--- config.mk ---
export PLATFORM = sky130hd
export DESIGN_NAME = signal_conflict_monitor
export DESIGN_NICKNAME = d
export VERILOG_FILES = /design/src/rtl/signal_conflict_monitor.sv
export SDC_FILE = /design/constraint.sdc
export NUM_CORES = 1
export LEC_CHECK = 0
export ABC_AREA = 1
export CORE_MARGIN = 10
export CORE_UTILIZATION = 60
export CTS_CLUSTER_DIAMETER = 100
export DETAILED_ROUTE_END_ITERATION = 10
export GPL_TIMING_DRIVEN = 0
export HOLD_SLACK_MARGIN = 0.12
export PLACE_DENSITY_LB_ADDON = 0.25
export REMOVE_ABC_BUFFERS = 1
export SKIP_CTS_REPAIR_TIMING = 1
export SLEW_MARGIN = 20
export SYNTH_ARGS = -nofsm -noshare
export SYNTH_HDL_FRONTEND = slang
export SYNTH_SLANG_ARGS = --single-unit
--- constraint.sdc ---
create_clock -name clk -period 3.2 [get_ports clk]
set_input_delay 0.8 -clock clk [delete_from_list [all_inputs] [get_ports clk]]
set_output_delay 0.8 -clock clk [all_outputs]
set_load 0.05 [all_outputs]
--- src/rtl/signal_conflict_monitor.sv ---
// Safety stage between the traffic-light controller and the lamp drivers: it latches the first rule violation and flashes red until a clear and an all-red recovery.
// Optional build macro FAULT_COUNT_EN adds the saturating fault_count output.
module signal_conflict_monitor #(
    parameter int MIN_GREEN    = 25,
    parameter int MIN_YELLOW   = 5,
    parameter int FLASH_HALF   = 1,
    parameter int ALL_RED_TIME = 5,
    parameter int CNT_W        = 8
) (
    input  logic       clk,
    input  logic       rst,
    input  logic [2:0] north_light,
    input  logic [2:0] west_light,
    input  logic [2:0] south_light,
    input  logic [2:0] east_light,
    input  logic       clear_fault,
    output logic [2:0] north_lamp,
    output logic [2:0] west_lamp,
    output logic [2:0] south_lamp,
    output logic [2:0] east_lamp,
    output logic       fault,
    output logic [2:0] fault_code
`ifdef FAULT_COUNT_EN
    ,
    output logic [7:0] fault_count
`endif
);
    localparam logic [2:0] RED  = 3'b100;
    localparam logic [2:0] YEL  = 3'b010;
    localparam logic [2:0] GRN  = 3'b001;
    localparam logic [2:0] DARK = 3'b000;
    localparam logic [CNT_W-1:0] CNT_MAX = {CNT_W{1'b1}};

    typedef enum logic [1:0] {MONITOR, FAULT, RECOVER} state_t;
    state_t state_q, state_d;

    logic [3:0][2:0]       light, prev_q, lamp_q, lamp_d;
    logic [3:0][CNT_W-1:0] run_q, run_d;
    logic [3:0]            armed_q, armed_d;
    logic                  fault_q, fault_d, phase_q, phase_d, clr_arm;
    logic [2:0]            code_q, code_d, code_now, nonred;
    logic [CNT_W-1:0]      flash_q, flash_d, ival_q, ival_d;
    logic                  bad_enc, bad_trans, short_yel, short_grn, all_red;

    assign light = {east_light, south_light, west_light, north_light};

    always_comb begin
        bad_enc   = 1'b0;
        bad_trans = 1'b0;
        short_yel = 1'b0;
        short_grn = 1'b0;
        nonred    = 3'd0;
        for (int i = 0; i < 4; i++) begin
            if (light[i] != RED && light[i] != YEL && light[i] != GRN) bad_enc = 1'b1;
            if (light[i] != RED) nonred = nonred + 3'd1;
            if ((prev_q[i] == GRN && light[i] == RED) ||
                (prev_q[i] == RED && light[i] == YEL) ||
                (prev_q[i] == YEL && light[i] == GRN)) bad_trans = 1'b1;
            if (armed_q[i] && prev_q[i] == YEL && light[i] == RED &&
                run_q[i] < CNT_W'(MIN_YELLOW)) short_yel = 1'b1;
            if (armed_q[i] && prev_q[i] == GRN && light[i] == YEL &&
                run_q[i] < CNT_W'(MIN_GREEN)) short_grn = 1'b1;
        end
        all_red = (nonred == 3'd0);
        if (bad_enc)            code_now = 3'd1;
        else if (nonred > 3'd1) code_now = 3'd2;
        else if (bad_trans)     code_now = 3'd3;
        else if (short_yel)     code_now = 3'd4;
        else if (short_grn)     code_now = 3'd5;
        else                    code_now = 3'd0;
    end

    // History tracks the raw controller request in every state, including while faulted.
    always_comb begin
        for (int i = 0; i < 4; i++) begin
            if (light[i] != prev_q[i])   run_d[i] = CNT_W'(1);
            else if (run_q[i] == CNT_MAX) run_d[i] = CNT_MAX;
            else                          run_d[i] = run_q[i] + CNT_W'(1);
            if (clr_arm)                                   armed_d[i] = 1'b0;
            else if (prev_q[i] == RED && light[i] == GRN)  armed_d[i] = 1'b1;
            else                                           armed_d[i] = armed_q[i];
        end
    end

    always_comb begin
        state_d = state_q;
        lamp_d  = lamp_q;
        fault_d = fault_q;
        code_d  = code_q;
        phase_d = phase_q;
        flash_d = flash_q;
        ival_d  = ival_q;
        clr_arm = 1'b0;
        case (state_q)
            MONITOR: begin
                if (code_now != 3'd0) begin
                    state_d = FAULT;
                    fault_d = 1'b1;
                    code_d  = code_now;
                    lamp_d  = {4{RED}};
                    phase_d = 1'b1;
                    flash_d = '0;
                end else begin
                    lamp_d = light;
                end
            end
            FAULT: begin
                if (clear_fault && all_red) begin
                    state_d = RECOVER;
                    lamp_d  = {4{RED}};
                    ival_d  = '0;
                end else begin
                    if (flash_q == CNT_W'(FLASH_HALF - 1)) begin
                        phase_d = ~phase_q;
                        flash_d = '0;
                    end else begin
                        flash_d = flash_q + CNT_W'(1);
                    end
                    lamp_d = phase_d ? {4{RED}} : {4{DARK}};
                end
            end
            RECOVER: begin
                if (code_now == 3'd1 || code_now == 3'd2) begin
                    state_d = FAULT;
                    code_d  = code_now;
                    lamp_d  = {4{RED}};
                    phase_d = 1'b1;
                    flash_d = '0;
                end else if (ival_q == CNT_W'(ALL_RED_TIME - 1)) begin
                    state_d = MONITOR;
                    fault_d = 1'b0;
                    code_d  = 3'd0;
                    lamp_d  = light;
                    clr_arm = 1'b1;
                end else begin
                    ival_d = ival_q + CNT_W'(1);
                end
            end
            default: state_d = MONITOR;
        endcase
    end

    always_ff @(posedge clk or posedge rst) begin
        if (rst) begin
            state_q <= MONITOR;
            prev_q  <= {4{RED}};
            lamp_q  <= {4{RED}};
            run_q   <= '0;
            armed_q <= '0;
            fault_q <= 1'b0;
            code_q  <= 3'd0;
            phase_q <= 1'b1;
            flash_q <= '0;
            ival_q  <= '0;
        end else begin
            state_q <= state_d;
            prev_q  <= light;
            lamp_q  <= lamp_d;
            run_q   <= run_d;
            armed_q <= armed_d;
            fault_q <= fault_d;
            code_q  <= code_d;
            phase_q <= phase_d;
            flash_q <= flash_d;
            ival_q  <= ival_d;
        end
    end

`ifdef FAULT_COUNT_EN
    logic [7:0] fcnt_q;
    logic       enter_fault;
    assign enter_fault = (state_d == FAULT) && (state_q != FAULT);

    always_ff @(posedge clk or posedge rst) begin
        if (rst)                                fcnt_q <= 8'd0;
        else if (enter_fault && fcnt_q != 8'hFF) fcnt_q <= fcnt_q + 8'd1;
    end
    assign fault_count = fcnt_q;
`endif

    assign north_lamp = lamp_q[0];
    assign west_lamp  = lamp_q[1];
    assign south_lamp = lamp_q[2];
    assign east_lamp  = lamp_q[3];
    assign fault      = fault_q;
    assign fault_code = code_q;
endmodule

-- After elaboration in Yosys (flattened, before gate mapping)
Index checks and enable logic that the tools add are counted.
- bits of input ports: 15
- register bits: 83
- output and inout bits: 16
- magnitude comparators: 9
- bitwise operators: 1
- add/subtract/negate cells: 9
- eq/ne operators: 57
- multiplexer cells: 78
- reduce and logical (&&, ||, !) cells: 75
- operators by type and width (kind ; count):
    8-bit 2-to-1 mux ; 15
    12-bit 2-to-1 mux ; 5
    1-bit logical AND ; 49
    8-bit by 1-bit adder with 8-bit output (second input constant) ; 6
    1-bit 2-to-1 mux ; 36
    12-bit case mux with 3 select lines ; 1
    3-bit 2-to-1 mux ; 11
    8-bit == test (second input constant) ; 4
    8-bit by 3-bit less-than comparator with 1-bit output (second input constant) ; 4
    8-bit by 5-bit less-than comparator with 1-bit output (second input constant) ; 4
    3-bit by 1-bit == test with 1-bit output (second input constant) ; 9
    3-bit by 2-bit == test with 1-bit output (second input constant) ; 9
    3-bit == test (second input constant) ; 8
    8-bit case mux with 3 select lines ; 1
    8-bit case mux with 2 select lines ; 1
    3-bit inequality test (second input constant) ; 5
    2-bit inequality test (second input constant) ; 7
    3-bit by 1-bit inequality test with 1-bit output (second input constant) ; 4
    3-bit by 2-bit inequality test with 1-bit output (second input constant) ; 4
    3-bit inequality test ; 4
    4-bit AND reduction ; 3
    2-bit nonzero test ; 6
    3-bit by 1-bit adder with 3-bit output (second input constant) ; 3
    1-bit logical OR ; 9
    other kinds (16) ; 21

-- Longest topological paths before layout
- depth after elaboration: 18
- depth in mapped cells: 21
- depth with buffers taken out: 20

-- Worst setup path after synthesis
OpenSTA, ideal clock, no wires.
- kind: input to register
- start: in north_light[1]
- end: reg flash_q[2]
- arrival time: 2.790 ns
- data required time: 3.079 ns
- path slack: 0.289 ns
- cell stages on the path: 18
- setup time: 0.121 ns
- path through: nor2_1 > nand2_2 > ha_1 > nand3b_1 > nand2_1 > inv_1 > ha_1 > inv_1 > nand2_1 > nand2_2 > nand2_4 > inv_4 > nand3_4 > nor2_8 > nand3_4 > nand3_4 > buf_6 > o21ai_1
- word-level cells in the longest chain between the ends: 16
- ends and longest elaborated chain (item ; RTL line ; source):
    from (decl) ; 12 ; input logic [2:0] north_light,
    parallel branches: the longest is 15 deep, another holds 3-bit by 1-bit adder with 3-bit output ; - ;
    4-bit AND reduction (no source line) (*) ; - ;
    to (signal assigned) ; 164 ; flash_q <= flash_d;
    to (decl) ; 42 ; logic [CNT_W-1:0] flash_q, flash_d, ival_q, ival_d;
Mark *: on every way between the ends.
A chain may end at the register's enable or synchronous reset.

-- Worst setup path after layout
- start: in west_light[1]
- end: reg flash_q[7]
- word-level cells in the longest chain between the ends: 15
- ends and longest elaborated chain (item ; RTL line ; source):
    from (decl) ; 13 ; input logic [2:0] west_light,
    parallel branches: the longest is 14 deep, another holds 3-bit by 1-bit adder with 3-bit output ; - ;
    4-bit AND reduction (no source line) (*) ; - ;
Marks and branches as above.

==> run summary <==
Avg Vias per Cell -> 5.683
Leading cell type in the layout, fill and taps excluded -> nand2_1
Worst-Skew Late Latency -> 0.37 ns
Detailed router's first-iteration violation count -> 260
Clk root buf -> clkbuf_8
Post-layout util -> 70.67%
Net Sw Frac -> 43.05%
Worst EP arrival -> 3.27 ns
Multi-input logic area -> 0.002633 mm²
Async SR Flop Fraction -> 100.0%
GRT Total Usage -> 18.52%
Yosys top cell by area -> dfrtp_1
DRC viols -> 0
Final ANT Viol Nets -> 0
Die Y -> 112.0 µm
Max-Slew Margin vs Limit -> 50.83%
Most frequent cells in the layout -> 117 x nand2_1, 88 x inv_1, 76 x nor2_1
CTS max path bufs -> 2
Initial Util -> 61.79%
Final RePlAce weighted congestion -> 0.8815
Library cells used by synthesis -> 46
Detail Placement HPWL -> 8.567 mm
Area Growth Syn to Fin -> 14.37%
Pre-CTS setup slack -> -0.9990 ns
Register Area -> 0.002088 mm²
P_leak -> 2.767 nW
Die outline width -> 112.0 µm
Fmax -> 334.8 MHz
Min-delay worst type -> reg -> reg
Final hold vios -> 0
Final worst slack -> 0.2131 ns
H-tree depth -> 3
Final wirelength -> 11.78 mm
Setup TNS -> 0 ns
Power Density -> 618.3 mW/mm²
Cts bufs inserted -> 9
Drt first pass iters -> 5
Final slew viol count -> 0
Crit Path Max Fanout -> 9
Max Cap Violations -> 0
Row cnt -> 33
Status -> finished clean
Synthesized cell area -> 0.005077 mm²
IO Pins -> 31
Largest net degree at the start of global routing -> 54
Congestion Overflow GR -> 0
Clock transition at path regs -> 0.09 ns
Int Pwr -> 2.045 mW
Layout cell share with drive strength beyond 1 -> 11.35%
Core area -> 0.008217 mm²
Synth top area cells -> dfrtp_1 36%, nand2_1 8.9%, inv_1 6.9%
Die area -> 0.01254 mm²
Count of final setup violators -> 0
Port-buffer cells -> 30
CP required -> 3.48 ns
Vias -> 4558
VDD IR max -> 657.6 µV
Gate Count Post-Synth -> 652
NetSw -> 1.546 mW
Synthesis Warnings -> 0
Initial antenna violation count -> 1
Worst slew pin tran -> 0.7375 ns
Wire per inst -> 14.69 µm
Vias in the first global route -> 4454
Final Total Pwr -> 3.591 mW
Worst Skew -> 0.01669 ns
Post-synth EDFFs -> 0
Clk pwr share -> 20.6%
Top-area cell type share of the netlist area -> 36.47%
Min cycle time layout -> 2.987 ns
Top_reg_cell synth -> dfrtp_1
CTS tree -> done
Seq pwr share -> 37.3%
Power share of the combinational group -> 42.0%
Seq/Total Area, Yosys -> 41.13%
Syn Area/Cell -> 7.787 µm²
FILL cells -> 650
Period utilization -> 93.34%
First-pass GRT wire length -> 20.11 mm
Setup Crit Path Kind -> in -> reg
Worst setup SP type -> primary input
Nature of the critical path endpoint -> flop
Yosys reg bits -> 83
Sink Count -> 83
Post-layout nets -> 726
## state kept, by name (all words and copies together) (netlist names)
signal,count
armed_q,4
east_lamp,3
fault,1
fault_code,3
flash_q,8
ival_q,8
north_lamp,3
phase_q,1
prev_q,12
run_q,32
south_lamp,3
state_q,2
west_lamp,3
## final cells by class
cell class                 count  area share [%]
antenna                        1         0.04309
multi-input combinational    463           45.33
inverter                      99           6.550
tap                          105           2.262
sequential                    83           35.96
timing repair buffer          34           6.292
timing repair inverter         1          0.1293
clock inverter                 4          0.5818
clock buffer                  12           2.844
## power groups by stage
stage | combinational, mW | sequential [mW] | clock (mW)
2_1_floorplan | 0.701 | 1.64 | 0
3_3_place_gp | 1.37 | 1.35 | 0
3_5_place_dp | 1.43 | 1.35 | 0
4_1_cts | 1.43 | 1.34 | 0.753
5_1_grt | 1.64 | 1.36 | 0.797
6_report | 1.51 | 1.34 | 0.740
## metal layers
metal | wire, µm | vias up | global-route usage (%)
li1 | - | 2216 | -
met1 | 5301 | 2168 | 23.50
met2 | 5563 | 153 | 30.54
met3 | 717 | 21 | 3.811
met4 | 200 | 0 | 6.514
met5 | 0 | - | 0
## final timing paths
| check | start | endpoint | slack [ns] | depth (start not counted) |
|---|---|---|---|---|
| max in group asynchronous | rst | prev_q[8]$_DFF_PP1_ | 1.77 | 3 |
| setup reg to reg | run_q[16]$_DFF_PP0_ | flash_q[7]$_DFFE_PP0P_ | 0.98 | 11 |
| min in group asynchronous | rst | flash_q[0]$_DFFE_PP0P_ | 0.77 | 2 |
| hold reg to reg | east_lamp[2]$_DFFE_PP1P_ | east_lamp[2]$_DFFE_PP1P_ | 0.47 | 2 |
| setup / recovery | west_light[1] | flash_q[7]$_DFFE_PP0P_ | 0.21 | 20 |
| hold / removal | east_lamp[2]$_DFFE_PP1P_ | east_lamp[2]$_DFFE_PP1P_ | 0.47 | 2 |
## kinds of logic (layout without fill, tap and decap cells)
family / count (synthesis) / in the layout / synth area share (%)
buffers and inverters: 107 / 150 / 8.354
xor gates and xnor gates: 25 / 25 / 4.312
other: 0 / 1 / 0
DFF: 83 / 83 / 41.13
adders and majority gates: 20 / 20 / 4.929
and+or+nand+nor: 337 / 338 / 32.31
AOI/OAI and AO/OA: 80 / 80 / 8.970
## synth_stat cells (all sizes together), types with 4 or more instances
master and number:
a21oi 26, a31oi 6, buf 4, clkbuf 4, dfrtp 74, dfstp 9, ha 20, inv 98
nand2 127, nand3 60, nand3b 9, nand4 24, nor2 83, nor3 17, nor4 6, o21ai 36
o31ai 4, or2 8, xnor2 15, xor2 10
## per-stage QoR
step           hold slack [ns]  instance area [µm²]  instances
2_1_floorplan           0.4594                 5027        644
3_3_place_gp            0.4567                 5459        779
3_5_place_dp            0.4576                 5489        780
4_1_cts                 0.4738                 5688        796
5_1_grt                 0.5100                 5807        802
6_report                0.4686                 5807        802
## worst max-delay path: stages
cell            delay [ns]
dlymetal6s2s_1        0.20
inv_1                 0.14
nand3_4               0.12
ha_4                  0.30
nand3b_1              0.10
nand2_1               0.09
inv_1                 0.07
ha_1                  0.16
inv_1                 0.05
a21oi_1               0.12
nand2_1               0.07
nand2_1               0.10
nand2_4               0.10
inv_4                 0.09
nand3_4               0.10
nor2_8                0.16
nand3_4               0.15
nand3_4               0.19
nand2_1               0.07
o21ai_1               0.09
Power figures use the tool's default switching activity.
